$ cat src/rtl/traffic_light_pkg.sv
// Shared state encoding and default timing for the multi-direction traffic controller.
// TRAFFIC_NIGHT_FLASH_EN adds the FLASH state to the encoding.
package traffic_light_pkg;

    localparam int DEF_N_DIR      = 2;
    localparam int DEF_G_CYC      = 8;
    localparam int DEF_Y_CYC      = 3;
    localparam int DEF_AR_CYC     = 2;
    localparam int DEF_MIN_G      = 2;
    localparam int DEF_FLASH_HALF = 4;

    typedef enum logic [1:0] {
        ST_GREEN  = 2'd0,
        ST_YELLOW = 2'd1,
        ST_ALLRED = 2'd2
`ifdef TRAFFIC_NIGHT_FLASH_EN
        , ST_FLASH = 2'd3
`endif
    } state_e;

    function automatic int max4(input int a, input int b, input int c, input int d);
        int m;
        m = a;
        if (b > m) m = b;
        if (c > m) m = c;
        if (d > m) m = d;
        return m;
    endfunction

endpackage

$ cat src/rtl/phase_timer.sv
// Loadable down-counter for phase durations; done flags the last cycle of a phase.
// Zero means "never loaded" and holds without wrapping.
module phase_timer #(
    parameter int TW = 4
) (
    input  logic          clk,
    input  logic          rst_n,
    input  logic          load_i,
    input  logic [TW-1:0] load_val_i,
    output logic [TW-1:0] cnt_o,
    output logic          done_o
);

    logic [TW-1:0] cnt_q;

    always_ff @(posedge clk or negedge rst_n) begin
        if (!rst_n) begin
            cnt_q <= '0;
        end else if (load_i) begin
            cnt_q <= load_val_i;
        end else if (cnt_q != '0) begin
            cnt_q <= cnt_q - TW'(1);
        end
    end

    assign cnt_o  = cnt_q;
    assign done_o = (cnt_q == TW'(1));

endmodule

$ cat src/rtl/traffic_light_multi.sv
// Round-robin N-direction traffic light controller with request-driven early yellow.
// Define TRAFFIC_NIGHT_FLASH_EN to build in the night FLASH state.
module traffic_light_multi
    import traffic_light_pkg::*;
#(
    parameter int N_DIR      = DEF_N_DIR,
    parameter int G_CYC      = DEF_G_CYC,
    parameter int Y_CYC      = DEF_Y_CYC,
    parameter int AR_CYC     = DEF_AR_CYC,
    parameter int MIN_G      = DEF_MIN_G,
    parameter int FLASH_HALF = DEF_FLASH_HALF
) (
    input  logic                     clk,
    input  logic                     rst_n,
    input  logic [N_DIR-1:0]         pass,
    input  logic                     night,
    output logic [N_DIR-1:0]         R,
    output logic [N_DIR-1:0]         G,
    output logic [N_DIR-1:0]         Y,
    output logic [$clog2(N_DIR)-1:0] dir
);

    localparam int DW = $clog2(N_DIR);
    localparam int TW = $clog2(max4(G_CYC, Y_CYC, AR_CYC, FLASH_HALF) + 1);
    typedef logic [TW-1:0] tmr_t;
    localparam tmr_t T_G   = tmr_t'(G_CYC);
    localparam tmr_t T_Y   = tmr_t'(Y_CYC);
    localparam tmr_t T_AR  = tmr_t'(AR_CYC);
    // Remaining count at which MIN_G green cycles have elapsed.
    localparam tmr_t T_CUT = tmr_t'(G_CYC - MIN_G + 1);

    state_e           state_q, state_d;
    logic [DW-1:0]    dir_q, dir_d;
    logic [N_DIR-1:0] pend_q, pend_d;
    logic [N_DIR-1:0] dir_oh, oh_d, r_d, g_d, y_d;
    logic             req_other;
    logic             ld;
    tmr_t             ld_val, tmr;
    logic             tdone;

`ifdef TRAFFIC_NIGHT_FLASH_EN
    localparam tmr_t T_F = tmr_t'(FLASH_HALF);
    logic flash_q, flash_d;
    logic aft_q, aft_d;
`else
    logic unused_night;
    assign unused_night = night;
`endif

    phase_timer #(.TW(TW)) u_tmr (
        .clk       (clk),
        .rst_n     (rst_n),
        .load_i    (ld),
        .load_val_i(ld_val),
        .cnt_o     (tmr),
        .done_o    (tdone)
    );

    function automatic logic [DW-1:0] next_dir(input logic [DW-1:0] cur,
                                               input logic [N_DIR-1:0] p);
        int idx;
        next_dir = (cur == DW'(N_DIR - 1)) ? '0 : cur + DW'(1);
        // Scan farthest first so the nearest pending direction wins.
        for (int i = N_DIR - 1; i >= 1; i--) begin
            idx = (int'(cur) + i) % N_DIR;
            if (p[idx]) next_dir = DW'(idx);
        end
    endfunction

    assign dir_oh    = N_DIR'(1) << dir_q;
    assign req_other = |(pend_q & ~dir_oh);

    always_comb begin
        state_d = state_q;
        dir_d   = dir_q;
        ld      = 1'b0;
        ld_val  = '0;
        pend_d  = pend_q | (pass & ~((state_q == ST_GREEN) ? dir_oh : '0));
`ifdef TRAFFIC_NIGHT_FLASH_EN
        flash_d = flash_q;
        aft_d   = aft_q;
`endif
        case (state_q)
            ST_GREEN: begin
                if (tmr == '0) begin
                    ld     = 1'b1;
                    ld_val = T_G;
                end else if (tdone || (req_other && tmr <= T_CUT)) begin
                    state_d = ST_YELLOW;
                    ld      = 1'b1;
                    ld_val  = T_Y;
                end
            end
            ST_YELLOW: begin
                if (tdone) begin
                    state_d = ST_ALLRED;
                    ld      = 1'b1;
                    ld_val  = T_AR;
                end
            end
            ST_ALLRED: begin
                if (tdone) begin
                    state_d = ST_GREEN;
                    ld      = 1'b1;
                    ld_val  = T_G;
                    dir_d   = next_dir(dir_q, pend_q);
`ifdef TRAFFIC_NIGHT_FLASH_EN
                    if (aft_q) dir_d = '0;
                    aft_d = 1'b0;
`endif
                end
            end
`ifdef TRAFFIC_NIGHT_FLASH_EN
            ST_FLASH: begin
                if (!night) begin
                    state_d = ST_ALLRED;
                    ld      = 1'b1;
                    ld_val  = T_AR;
                    aft_d   = 1'b1;
                end else if (tdone) begin
                    ld      = 1'b1;
                    ld_val  = T_F;
                    flash_d = ~flash_q;
                end
            end
`endif
            default: ;
        endcase
`ifdef TRAFFIC_NIGHT_FLASH_EN
        if (night && state_q != ST_FLASH) begin
            state_d = ST_FLASH;
            ld      = 1'b1;
            ld_val  = T_F;
            flash_d = 1'b1;
            dir_d   = '0;
        end
        if (state_q == ST_FLASH || state_d == ST_FLASH) pend_d = '0;
`endif
        // Entering green clears the served request, overriding a same-cycle set.
        if (state_d == ST_GREEN && state_q != ST_GREEN) pend_d[dir_d] = 1'b0;

        oh_d = N_DIR'(1) << dir_d;
        r_d  = '1;
        g_d  = '0;
        y_d  = '0;
        case (state_d)
            ST_GREEN:  begin g_d = oh_d; r_d = ~oh_d; end
            ST_YELLOW: begin y_d = oh_d; r_d = ~oh_d; end
`ifdef TRAFFIC_NIGHT_FLASH_EN
            ST_FLASH:  begin r_d = '0; y_d = {N_DIR{flash_d}}; end
`endif
            default: ;
        endcase
    end

    always_ff @(posedge clk or negedge rst_n) begin
        if (!rst_n) begin
            state_q <= ST_GREEN;
            dir_q   <= '0;
            pend_q  <= '0;
            R       <= ~N_DIR'(1);
            G       <= N_DIR'(1);
            Y       <= '0;
`ifdef TRAFFIC_NIGHT_FLASH_EN
            flash_q <= 1'b0;
            aft_q   <= 1'b0;
`endif
        end else begin
            state_q <= state_d;
            dir_q   <= dir_d;
            pend_q  <= pend_d;
            R       <= r_d;
            G       <= g_d;
            Y       <= y_d;
`ifdef TRAFFIC_NIGHT_FLASH_EN
            flash_q <= flash_d;
            aft_q   <= aft_d;
`endif
        end
    end

    assign dir = dir_q;

endmodule

$ cat config.mk
export PLATFORM = sky130hd
export DESIGN_NAME = traffic_light_multi
export DESIGN_NICKNAME = d
export VERILOG_FILES = /design/src/rtl/traffic_light_pkg.sv /design/src/rtl/phase_timer.sv /design/src/rtl/traffic_light_multi.sv
export SDC_FILE = /design/constraint.sdc
export NUM_CORES = 1
export LEC_CHECK = 0
export ABC_AREA = 1
export BUFFER_PORTS_ARGS = -buffer_cell sky130_fd_sc_hd__buf_2
export CAP_MARGIN = 40
export CORE_MARGIN = 2
export CORE_UTILIZATION = 35
export DETAILED_ROUTE_END_ITERATION = 10
export PLACE_DENSITY = 0.51
export SYNTH_ARGS = -nofsm -noshare
export SYNTH_HDL_FRONTEND = slang
export SYNTH_HIERARCHICAL = 1
export SYNTH_SLANG_ARGS = --single-unit
$ cat constraint.sdc
create_clock -name clk -period 5.3 [get_ports clk]
set_input_delay 0.53 -clock clk [delete_from_list [all_inputs] [get_ports clk]]
set_output_delay 0.53 -clock clk [all_outputs]
set_load 0.01 [all_outputs]
Word-level counts from Yosys, hierarchy flattened
Index checks and enable logic that the tools add are counted.
{"block": "word_totals", "elab_cells": 72, "inputBits": 5, "out_inout_bits": 7, "reg_bits": 15}
{"block": "op_classes", "reduce_logical": 13, "n_lt_le_gt_ge": 4, "shift": 2, "eq_ne": 4, "bitwise": 9, "addsub": 3, "muxes": 30}
{"cell": "$mux 2", "n": 11}
{"cell": "$mux 4", "n": 4}
{"cell": "$pmux 4 s3", "n": 1}
{"cell": "$mux 1", "n": 11}
{"cell": "$not 2->2", "n": 4}
{"cell": "$and 2x2->2", "n": 3}
{"cell": "$pmux 2 s3", "n": 1}
{"cell": "$reduce_or 2->1", "n": 3}
{"cell": "$eq 2x1->1 const B", "n": 2}
{"cell": "$eq 4x1->1 const B", "n": 1}
{"cell": "$le 4x3->1 const B", "n": 1}
{"cell": "$logic_not 2->1", "n": 2}
{"cell": "$logic_not 4->1", "n": 1}
{"cell": "$reduce_bool 2->1", "n": 2}
{"cell": "$reduce_bool 4->1", "n": 1}
{"cell": "$shl 1x1->2 const A", "n": 2}
{"cell": "$sub 4x1->4 const B", "n": 1}
{"cell": "$logic_and 1x1->1", "n": 3}
{"cell": "$lt 2x3->1 const B", "n": 1}
{"cell": "$add 1x1->1 const B", "n": 2}
{"cell": "$eq 2x2->1 const B", "n": 1}
{"cell": "$lt 1x2->1 const B", "n": 1}
{"cell": "$or 2x2->2", "n": 1}
{"cell": "$pmux 1 s2", "n": 1}
{"cell": "other kinds (4)", "n": 4}

Depth between registers and ports, before layout
Gate-level depths: netlist (run 1).
{"block": "logic_depth", "depth_word": 15, "depth_mapped": 12, "mapped_depth_nobuf": 12}

By module
Netlist (run 1), hierarchy kept.
{"module": "traffic_light_multi", "seq_area_each_um2": 277.8, "n_inst": 1, "cells_per_inst": 70, "area_each_um2": 600.6}
{"module": "phase_timer", "seq_area_each_um2": 100.1, "n_inst": 1, "cells_per_inst": 37, "area_each_um2": 291.5}

Worst setup path before layout (run 1)
OpenSTA, ideal clock, no wires.
{"block": "synth_timing", "path_kind": "register -> register", "from": "register u_tmr.cnt_q[1], in the netlist u_tmr/cnt_o[1]", "to": "register u_tmr.cnt_q[2], in the netlist u_tmr/cnt_o[2]", "n_path_buf": 0, "arrival_time_ns": 1.837, "path_slack_ns": 3.390, "setup_ns": 0.073, "path_stages_with_launch": 12, "period_less_slack_ns": 1.910, "path_cell_list": "dfrtp_1 inv_1 ha_1 inv_1 nor2_1 inv_1 nand2_2 nand2_1 a31oi_1 inv_2 nand3_4 a21boi_2"}
{"block": "synth_via", "word_cells_on_any_way": 14, "cone_classes": "add/sub (1); order compare (1); eq/ne (1); mux (6); reduce/logical (5)"}
{"item": "from (decl)", "line_no": "phase_timer.sv:14", "source": "logic [TW-1:0] cnt_q;"}
{"item": "from (signal assigned)", "line_no": "phase_timer.sv:20", "source": "cnt_q <= load_val_i;"}
{"item": "from (signal assigned)", "line_no": "phase_timer.sv:22", "source": "cnt_q <= cnt_q - TW'(1);"}
{"item": "$eq 4x1->1 (*)", "line_no": "phase_timer.sv:27", "source": "assign done_o = (cnt_q == TW'(1));"}
{"item": "named net tdone", "line_no": "traffic_light_multi.sv:39", "source": "logic tdone;"}
{"item": "$logic_or 1x1->1", "line_no": "traffic_light_multi.sv:88", "source": "end else if (tdone || (req_other && tmr <= T_CUT)) begin"}
{"item": "$mux 1", "line_no": "traffic_light_multi.sv:88"}
{"item": "$mux 1", "line_no": "traffic_light_multi.sv:85", "source": "if (tmr == '0) begin"}
{"item": "$pmux 1 s2 (*)", "line_no": "traffic_light_multi.sv:83", "source": "case (state_q)"}
{"item": "named net ld", "line_no": "traffic_light_multi.sv:37", "source": "logic ld;"}
{"item": "$mux 4 or $reduce_bool 2->1 (tied branches)"}
The timed path passes the listed nets; every way through them passes the cells marked *. The select of a mux whose other input is x is not followed.
A chain may end at the register's enable or synchronous reset.

Worst setup path in the final report (run 1)
Ends and elaborated chain as after synthesis.

==> tab_implementation.tex, run 1 <==
\begin{tabular}{lr}
\hline
Metric & Value \\
\hline
\multicolumn{2}{l}{\textbf{Run status}} \\
\quad Status & finished, final reports clean \\
\multicolumn{2}{l}{\textbf{Die}} \\
\quad DIE WIDTH & 54.49 um \\
\quad \# rows & 18 \\
\quad Initial standard-cell utilization of the core & a little over a third \\
\quad Boundary pin count & 12 \\
\quad Height of the die & around 54 um \\
\quad DIE AREA & 0.002969 mm2 \\
\quad Placeable core region & approximately 0.0025 mm2 \\
\multicolumn{2}{l}{\textbf{Clock tree}} \\
\quad CTS Root Cell & clkbuf\_4 \\
\quad Number of hold-repair buffers added at the cts stage & 0 \\
\quad TritonCTS clock tree & yes \\
\quad CTS resizes & 0 \\
\quad Clock net sink count & 15 \\
\quad CTS Buf Count & 3 \\
\quad Clock tree buffer depth & 2 \\
\quad H-tree Lvls & 1 \\
\quad Clock latency of the later-clocked register in the worst-skew pair & 280 ps \\
\quad Post-CTS setup repair buffer count & 0 \\
\quad Clock slew at the register clock pins of the worst setup and hold paths & 90 ps \\
\multicolumn{2}{l}{\textbf{Synthesis}} \\
\quad Simple-gate portion of the synthesized area & 25.81\% \\
\quad Number of library cell types mapped by synthesis & 23 \\
\quad Mapped Avg Cell Area & around 8.3 um2 \\
\quad Synth Net Count & 119 \\
\quad Synth Area in Adders & 9.818\% \\
\quad Number of instances in the synthesized netlist & 107 \\
\quad Mux cell area share after synthesis & 0\% \\
\quad Mapped Area & roughly 890 um2 \\
\quad Warning count from the yosys run & 6 \\
\quad Number of register bits inferred by synthesis & 15 \\
\quad Combinational family with the most area after synthesis & simple AND/OR/NAND/NOR gates \\
\quad Share of the yosys chip area belonging to registers & 42.36\% \\
\quad XOR/XNOR Fraction of Synth Area & 1.823\% \\
\quad Post-synthesis compound-gate area fraction & under 10\% \\
\multicolumn{2}{l}{\textbf{Timing}} \\
\quad Slew Viols, Final & 0 \\
\quad Fraction of the cycle the final worst path needs & 43.98\% \\
\quad Largest clock skew in the final design & 2.453 ps \\
\quad Setup TNS after final layout & 0 ps \\
\quad Final Hold Fails & 0 \\
\quad Final setup vio count & 0 \\
\quad Slew at the pin closest to its max-slew limit & 616.4 ps \\
\quad RSZ-0062 raised after global routing & false \\
\quad Final critical-path required period & 2331 ps \\
\quad Fmax & 429.0 MHz \\
\quad Slew HR & between 50\% and 60\% \\
\multicolumn{2}{l}{\textbf{Power and ir drop}} \\
\quad Power density over the cells & 666.1 mW/mm2 \\
\quad Largest voltage drop on the vdd net & 0.3464 mV \\
\quad Leak pwr & roughly 0.53 nW \\
\multicolumn{2}{l}{\textbf{Global routing}} \\
\quad Total global-route track usage & between 10\% and 20\% \\
\quad Aggregate global routing overflow & 0 \\
\quad Vias in the first global route & 596 \\
\quad Maximum number of pins on one net before global-route repair & 16 \\
\quad Antenna violations before repair & 0 \\
\quad Wire length of the first global-routing pass & 2608 um \\
\multicolumn{2}{l}{\textbf{Run}} \\
\quad Number of max-cap violations & 0 \\
\multicolumn{2}{l}{\textbf{Drt}} \\
\quad Antenna Nets Post-Route & 0 \\
\quad Detail-routed net length per standard cell & 9.808 um \\
\quad Drc violations & 0 \\
\quad Pre-Repair DR Iteration Count & 3 \\
\quad Drt total wl & approximately 1500 um \\
\quad Via total after detailed routing & 661 \\
\quad Initial DRC Count & 4 \\
\quad Via-to-Cell Ratio & around 4.4 \\
\multicolumn{2}{l}{\textbf{Worst setup path}} \\
\quad Worst R2R End & u\_tmr/cnt\_o[2]\$\_DFFE\_PN0P\_ \\
\quad Worst R2R Path Depth & 11 \\
\quad Most common cell on crit path & inv\_1 \\
\quad CP Capture Point & u\_tmr/cnt\_o[2]\$\_DFFE\_PN0P\_ \\
\quad Arrival time worst endpoint & 2550 ps \\
\quad Worst Path Max Fanout & 7 \\
\quad Setup CP Type & reg2reg \\
\quad Critical Path, Cell by Cell & inv\_1 -> ha\_1 -> inv\_1 -> nor2\_1 -> inv\_1 -> nand2\_2 -> nand2\_1 -> a31oi\_1 -> inv\_2 -> nand3\_4 -> a21boi\_2 \\
\quad Minimum setup slack among reg-to-reg paths & 2970 ps \\
\quad Dominant delay contributor by cell family on the critical path & simple AND/OR/NAND/NOR gates \\
\quad Kind of launch point of the worst setup path & flop \\
\quad Logic depth of the worst path, buffers included & 11 \\
\quad Reg2reg start & u\_tmr/cnt\_o[1]\$\_DFFE\_PN0P\_ \\
\quad Worst path max stage delay & 460 ps \\
\quad Worst path buffer plus inverter count & 4 \\
\quad Critical path launch point & u\_tmr/cnt\_o[1]\$\_DFFE\_PN0P\_ \\
\quad CP max-delay cell & a31oi\_1 \\
\quad Endpoint type of the worst setup path & flop \\
\quad WP data required & 5520 ps \\
\multicolumn{2}{l}{\textbf{Finish}} \\
\quad Core utilization of the finished layout & $\sim$41\% \\
\quad Count of inserted antenna diode cells & 0 \\
\quad Number of standard cells in the layout, taps in and fillers out & 151 \\
\quad Total Nets Final & between 100 and 150 \\
\quad Area growth, synth to finish & 13.18\% \\
\quad Fraction of layout cells with a size suffix above 1 & 29.75\% \\
\multicolumn{2}{l}{\textbf{Hold path}} \\
\quad Path category of the worst min-delay check & in2async \\
\multicolumn{2}{l}{\textbf{Placed design}} \\
\quad Count of buffers from port buffering & 10 \\
\quad Last weighted congestion value of the routability-driven placer & roughly 0.72 \\
\quad HPWL after detailed placement & 1191 um \\
\quad Total placed cells including tap cells & between 100 and 150 \\
\hline
\end{tabular}
-- registers in the layout, indices dropped and copies added, names as in the netlist --
| name | cells |
|---|---|
| Y | 2 |
| u_tmr/cnt_o | 4 |
| G | 2 |
| R | 2 |
| pend_q | 2 |
| state_q | 2 |
| dir | 1 |
-- routing by layer --
layer / global-route usage [%] / up-vias / part of all wire, %
met5: 0 / - / 0
li1: - / 356 / -
met1: 17.44 / 295 / 51
met4: 2.500 / 0 / 0.68
met2: 19.08 / 8 / 45
met3: 4.918 / 2 / 3.5
-- cells in the final DEF (no fill, tap or decap) --
cell type and count:
a21boi_2 1, a21oi_1 4, a31oi_1 1, buf_2 10, clkbuf_4 3, clkinvlp_4 1, conb_1 1, dfrtp_1 13
dfstp_2 2, ha_1 7, inv_1 19, inv_2 5, nand2_1 18, nand2_2 3, nand2_4 1, nand3_1 5
nand3_2 2, nand3_4 1, nor2_1 9, nor2_2 3, nor2_4 1, o21ai_0 6, o21ai_1 2, o21ai_2 1
or2_2 1, xor2_2 1
-- metrics by stage --
stage	total power, mW	hold slack [ps]	setup WS (ps)	instance area, um2
2_1_floorplan	0.5279	234.4	3390	892.1
3_3_place_gp	0.6101	461.4	3035	979.7
3_5_place_dp	0.6128	461.1	3007	979.7
4_1_cts	0.6828	137.0	2986	1010
5_1_grt	0.7595	139.0	2756	1010
6_report	0.6726	128.7	2969	1010
-- cell families (layout without fill, tap and decap cells) --
group	Yosys count	after routing
flip-flops	15	15
other	1	1
AO/OA/AOI/OAI	15	15
buffers and inverters	24	38
adder cells (fa/ha/maj)	7	7
AND/OR/NAND/NOR	44	44
XOR/XNOR	1	1
-- report_power, final --
group          leakage [nW]  internal, mW  switching (mW)
clock network        0.0139        0.0286          0.0382
logic                 0.337         0.147           0.252
registers             0.178         0.172          0.0348
-- synthesized netlist by cell type, drive strengths merged --
cell / n / area, um2
dfrtp: 13 / 325.3
a21boi: 1 / 11.26
a21oi: 4 / 20.02
dfstp: 2 / 52.55
o21ai: 9 / 48.80
a31oi: 1 / 6.260
ha: 7 / 87.58
or2: 1 / 6.260
inv: 24 / 90.09
xor2: 1 / 16.27
nor2: 13 / 63.81
nand2: 22 / 97.59
conb: 1 / 3.750
nand3: 8 / 62.56
-- cell type report --
type                       count  area, um2
fill                         257       1445
multi-input combinational     68      424.2
sequential                    15      377.9
inverter                      24      90.09
timing repair buffer          10      50.05
tap                           30      37.54
clock buffer                   3      22.52
clock inverter                 1      7.507
-- worst min-delay path by stage --
stage | to | slack [ps]
final | state_q[1]$_DFF_PN0_ | 130
after CTS | state_q[1]$_DFF_PN0_ | 140
after floorplan | G[1]$_DFF_PN0_ | 230
after global routing | state_q[1]$_DFF_PN0_ | 140
after global placement | u_tmr/cnt_o[0]$_DFFE_PN0P_ | 460
after detailed placement | u_tmr/cnt_o[0]$_DFFE_PN0P_ | 460
-- worst register-to-register path, delay by kind of cell (launching register included) --
| kind | cells | cell delay, ps |
|---|---|---|
| AOI/OAI and AO/OA | 2 | 620 |
| buffers and inverters | 4 | 430 |
| DFF | 1 | 410 |
| adders and majority gates | 1 | 160 |
| and+or+nand+nor | 4 | 650 |
Note: power is estimated with default switching activity, not from simulation.
==> inputs of run 2 (changes only) <==
Settings changed: PLACE_DENSITY 0.51 to 0.53.
Clock period 5.3 ns to 2 ns, I/O delays scaled along.
==> run 2 against run 1 <==
Effect of this change: combinational power grew to 2.8 times the previous value; register-to-register slack lost 2800 ps; clock power grew to 2.7 times the previous value; die area is the same; final cell count grew 2.0%; critical path depth rose by 1; power increased to 2.7 times the previous value; count of clock-buffer cells in the layout unchanged; global-route usage increased by 0.89 points.
==> tab_implementation.tex, run 2 (synthesized netlist as in run 1, its figures left out) <==
\begin{tabular}{lr}
\hline
Metric & Value \\
\hline
\multicolumn{2}{l}{\textbf{Placed design}} \\
\quad HPWL after detailed placement & 1280 um \\
\quad Total placed cells including tap cells & $\sim$150 \\
\quad Post-placement worst setup slack & 89.61 ps \\
\quad Last weighted congestion value of the routability-driven placer & 0.6559 \\
\quad Count of buffers from port buffering & 10 \\
\quad Placed inst area & just under 0.001 mm2 \\
\multicolumn{2}{l}{\textbf{Worst setup path}} \\
\quad Kind of launch point of the worst setup path & flop \\
\quad CP max-delay cell & dfrtp\_1 \\
\quad Worst R2R End & u\_tmr/cnt\_o[2]\$\_DFFE\_PN0P\_ \\
\quad Setup CP Type & reg2reg \\
\quad WP data required & 2220 ps \\
\quad Reg2reg start & u\_tmr/cnt\_o[1]\$\_DFFE\_PN0P\_ \\
\quad Minimum setup slack among reg-to-reg paths & between 200 and 250 ps \\
\quad Worst path max stage delay & 410 ps \\
\quad Most common cell on crit path & inv\_1 \\
\quad Critical Path, Cell by Cell & inv\_1 -> ha\_1 -> inv\_1 -> nor2\_4 -> inv\_1 -> nand2\_2 -> nand2\_1 -> a31oi\_1 -> buf\_4 -> inv\_2 -> nand3\_4 -> a21boi\_2 \\
\quad Worst Path Max Fanout & 7 \\
\quad Worst R2R Path Depth & 12 \\
\quad Arrival time worst endpoint & 2000 ps \\
\quad Dominant delay contributor by cell family on the critical path & buffers and inverters \\
\quad Endpoint type of the worst setup path & flop \\
\quad Worst path buffer plus inverter count & 5 \\
\multicolumn{2}{l}{\textbf{Clock tree}} \\
\quad Clock net sink count & 15 \\
\quad CTS Root Cell & clkbuf\_4 \\
\quad Clock slew at the register clock pins of the worst setup and hold paths & 100 ps \\
\quad TritonCTS clock tree & yes \\
\quad CTS Buf Count & 3 \\
\quad Clock latency of the later-clocked register in the worst-skew pair & 290 ps \\
\quad Clock tree buffer depth & 2 \\
\quad H-tree Lvls & 1 \\
\multicolumn{2}{l}{\textbf{Drt}} \\
\quad Via-to-Cell Ratio & 4.377 \\
\quad Initial DRC Count & 0 \\
\quad Drc violations & 0 \\
\quad Pre-Repair DR Iteration Count & 1 \\
\quad Drt total wl & 1604 um \\
\quad Via total after detailed routing & a little under 700 \\
\quad Detail-routed net length per standard cell & 10.42 um \\
\quad Antenna Nets Post-Route & 0 \\
\multicolumn{2}{l}{\textbf{Global routing}} \\
\quad Total global-route track usage & 13.61\% \\
\quad Antenna violations before repair & 0 \\
\quad Maximum number of pins on one net before global-route repair & 16 \\
\quad Vias in the first global route & roughly 610 \\
\quad Aggregate global routing overflow & 0 \\
\quad Wire length of the first global-routing pass & 2732 um \\
\multicolumn{2}{l}{\textbf{Finish}} \\
\quad Area growth, synth to finish & 16.55\% \\
\quad Layout Cell Area excl Fill & 0.001040 mm2 \\
\quad Number of standard cells in the layout, taps in and fillers out & 154 \\
\quad Count of inserted antenna diode cells & 0 \\
\quad Most common library cell in the layout ignoring fill and taps & inv\_1 \\
\quad Fraction of layout cells with a size suffix above 1 & about a third \\
\quad Filler cell count & 263 \\
\quad Commonest cells after routing, fill and taps aside & inv\_1 (19), nand2\_1 (18), dfrtp\_1 (13), buf\_2 (10), nor2\_1 (8) \\
\quad Number of flip-flops in the largest register & 4 \\
\quad Total Nets Final & 137 \\
\multicolumn{2}{l}{\textbf{Power and ir drop}} \\
\quad Power density over the cells & 1768 mW/mm2 \\
\quad Internal power & 0.9545 mW \\
\quad Proportion of power drawn by combinational gates & 60.5\% \\
\quad Sw Share & 48.08\% \\
\quad Sw Pwr & approximately 0.9 mW \\
\quad Part of the total power dissipated in sequential elements & 29.8\% \\
\quad Largest voltage drop on the vdd net & 0.7962 mV \\
\quad Leak pwr & 0.5480 nW \\
\quad Clock group share of total power & 9.7\% \\
\multicolumn{2}{l}{\textbf{Die}} \\
\quad Height of the die & 54.49 um \\
\quad DIE AREA & 0.002969 mm2 \\
\quad Boundary pin count & 12 \\
\quad \# rows & 18 \\
\quad Placeable core region & between 0.002 and 0.0025 mm2 \\
\quad Initial standard-cell utilization of the core & 36.34\% \\
\quad DIE WIDTH & $\sim$54 um \\
\multicolumn{2}{l}{\textbf{Timing}} \\
\quad Largest clock skew in the final design & 8.849 ps \\
\quad Slew Viols, Final & 0 \\
\quad RSZ-0062 raised after global routing & false \\
\quad Fraction of the cycle the final worst path needs & 89.08\% \\
\quad Fmax & 561.3 MHz \\
\quad PnR worst setup slack & 218.5 ps \\
\quad Final Hold Fails & 0 \\
\quad Setup TNS after final layout & 0 ps \\
\quad Final setup vio count & 0 \\
\quad Final critical-path required period & 1782 ps \\
\multicolumn{2}{l}{\textbf{Run status}} \\
\quad Status & finished, final reports clean \\
\multicolumn{2}{l}{\textbf{Run}} \\
\quad Number of max-cap violations & 0 \\
\multicolumn{2}{l}{\textbf{Hold path}} \\
\quad Worst Hold Path EP & pend\_q[0]\$\_DFF\_PN0\_ \\
\quad Min-Delay Startpoint & pass[0] \\
\quad Hold Crit Depth & 5 \\
\quad Path category of the worst min-delay check & in2reg \\
\hline
\end{tabular}
run 2: changes by cell type in the layout (fill, tap and decap cells not counted), sizes merged:
cell / change
buf: +2
clkinv: +1
clkinvlp: -1
dlygate4sd3: +1
run 2: power by group through the flow:
stage	sequential [mW]	clock, mW	combinational (mW)
2_1_floorplan	0.565	0	0.834
3_3_place_gp	0.553	0	1.09
3_5_place_dp	0.558	0	1.11
4_1_cts	0.551	0.187	1.12
5_1_grt	0.572	0.203	1.28
6_report	0.548	0.178	1.11
run 2: how the worst max path moves through the flow:
stage	startpoint	endpoint	depth (start not counted)
after CTS	u_tmr/cnt_o[1]$_DFFE_PN0P_	u_tmr/cnt_o[2]$_DFFE_PN0P_	12
final	u_tmr/cnt_o[1]$_DFFE_PN0P_	u_tmr/cnt_o[2]$_DFFE_PN0P_	12
after global placement	u_tmr/cnt_o[1]$_DFFE_PN0P_	u_tmr/cnt_o[2]$_DFFE_PN0P_	12
after global routing	u_tmr/cnt_o[1]$_DFFE_PN0P_	u_tmr/cnt_o[1]$_DFFE_PN0P_	13
after detailed placement	u_tmr/cnt_o[1]$_DFFE_PN0P_	u_tmr/cnt_o[2]$_DFFE_PN0P_	12
after floorplan	u_tmr/cnt_o[1]$_DFFE_PN0P_	u_tmr/cnt_o[2]$_DFFE_PN0P_	11
run 2: layout make-up:
type | count | area (um2) | area share (%)
sequential | 15 | 377.9 | 36.34
clock inverter | 1 | 5.005 | 0.4813
clock buffer | 3 | 22.52 | 2.166
inverter | 24 | 90.09 | 8.664
tap | 30 | 37.54 | 3.610
timing repair buffer | 13 | 75.07 | 7.220
multi-input combinational | 68 | 431.7 | 41.52
run 2: repair_timing:
action / in CTS / in global routing
endpoints found under the setup margin: 0 / 8
gates resized for setup: 0 / 2
hold endpoints to repair: 13 / 0
setup buffers: 0 / 0
hold buffers: 1 / 0
run 2: metal layers:
metal | GRT usage (%) | up-vias | part of all wire (%)
met2 | 20.68 | 9 | 46
met3 | 3.279 | 5 | 2.9
met4 | 7.500 | 0 | 2.1
li1 | - | 356 | -
met5 | 0 | - | 0
met1 | 17.66 | 304 | 49
run 2: per-stage QoR:
stage / utilization (%) / power (mW) / hold WS, ps
2_1_floorplan: - / 1.399 / -95.59
3_3_place_gp: 40.52 / 1.646 / 134.0
3_5_place_dp: 40.52 / 1.670 / 130.4
4_1_cts: 42.05 / 1.856 / 214.3
5_1_grt: 42.35 / 2.057 / 248.3
6_report: 42.35 / 1.838 / 218.9
run 2: worst min-delay path: cells and delay by family:
| family | cells | cell delay (ps) |
|---|---|---|
| buffers and inverters | 2 | 110 |
| AND/OR/NAND/NOR | 2 | 110 |
| AO/OA/AOI/OAI | 1 | 70 |
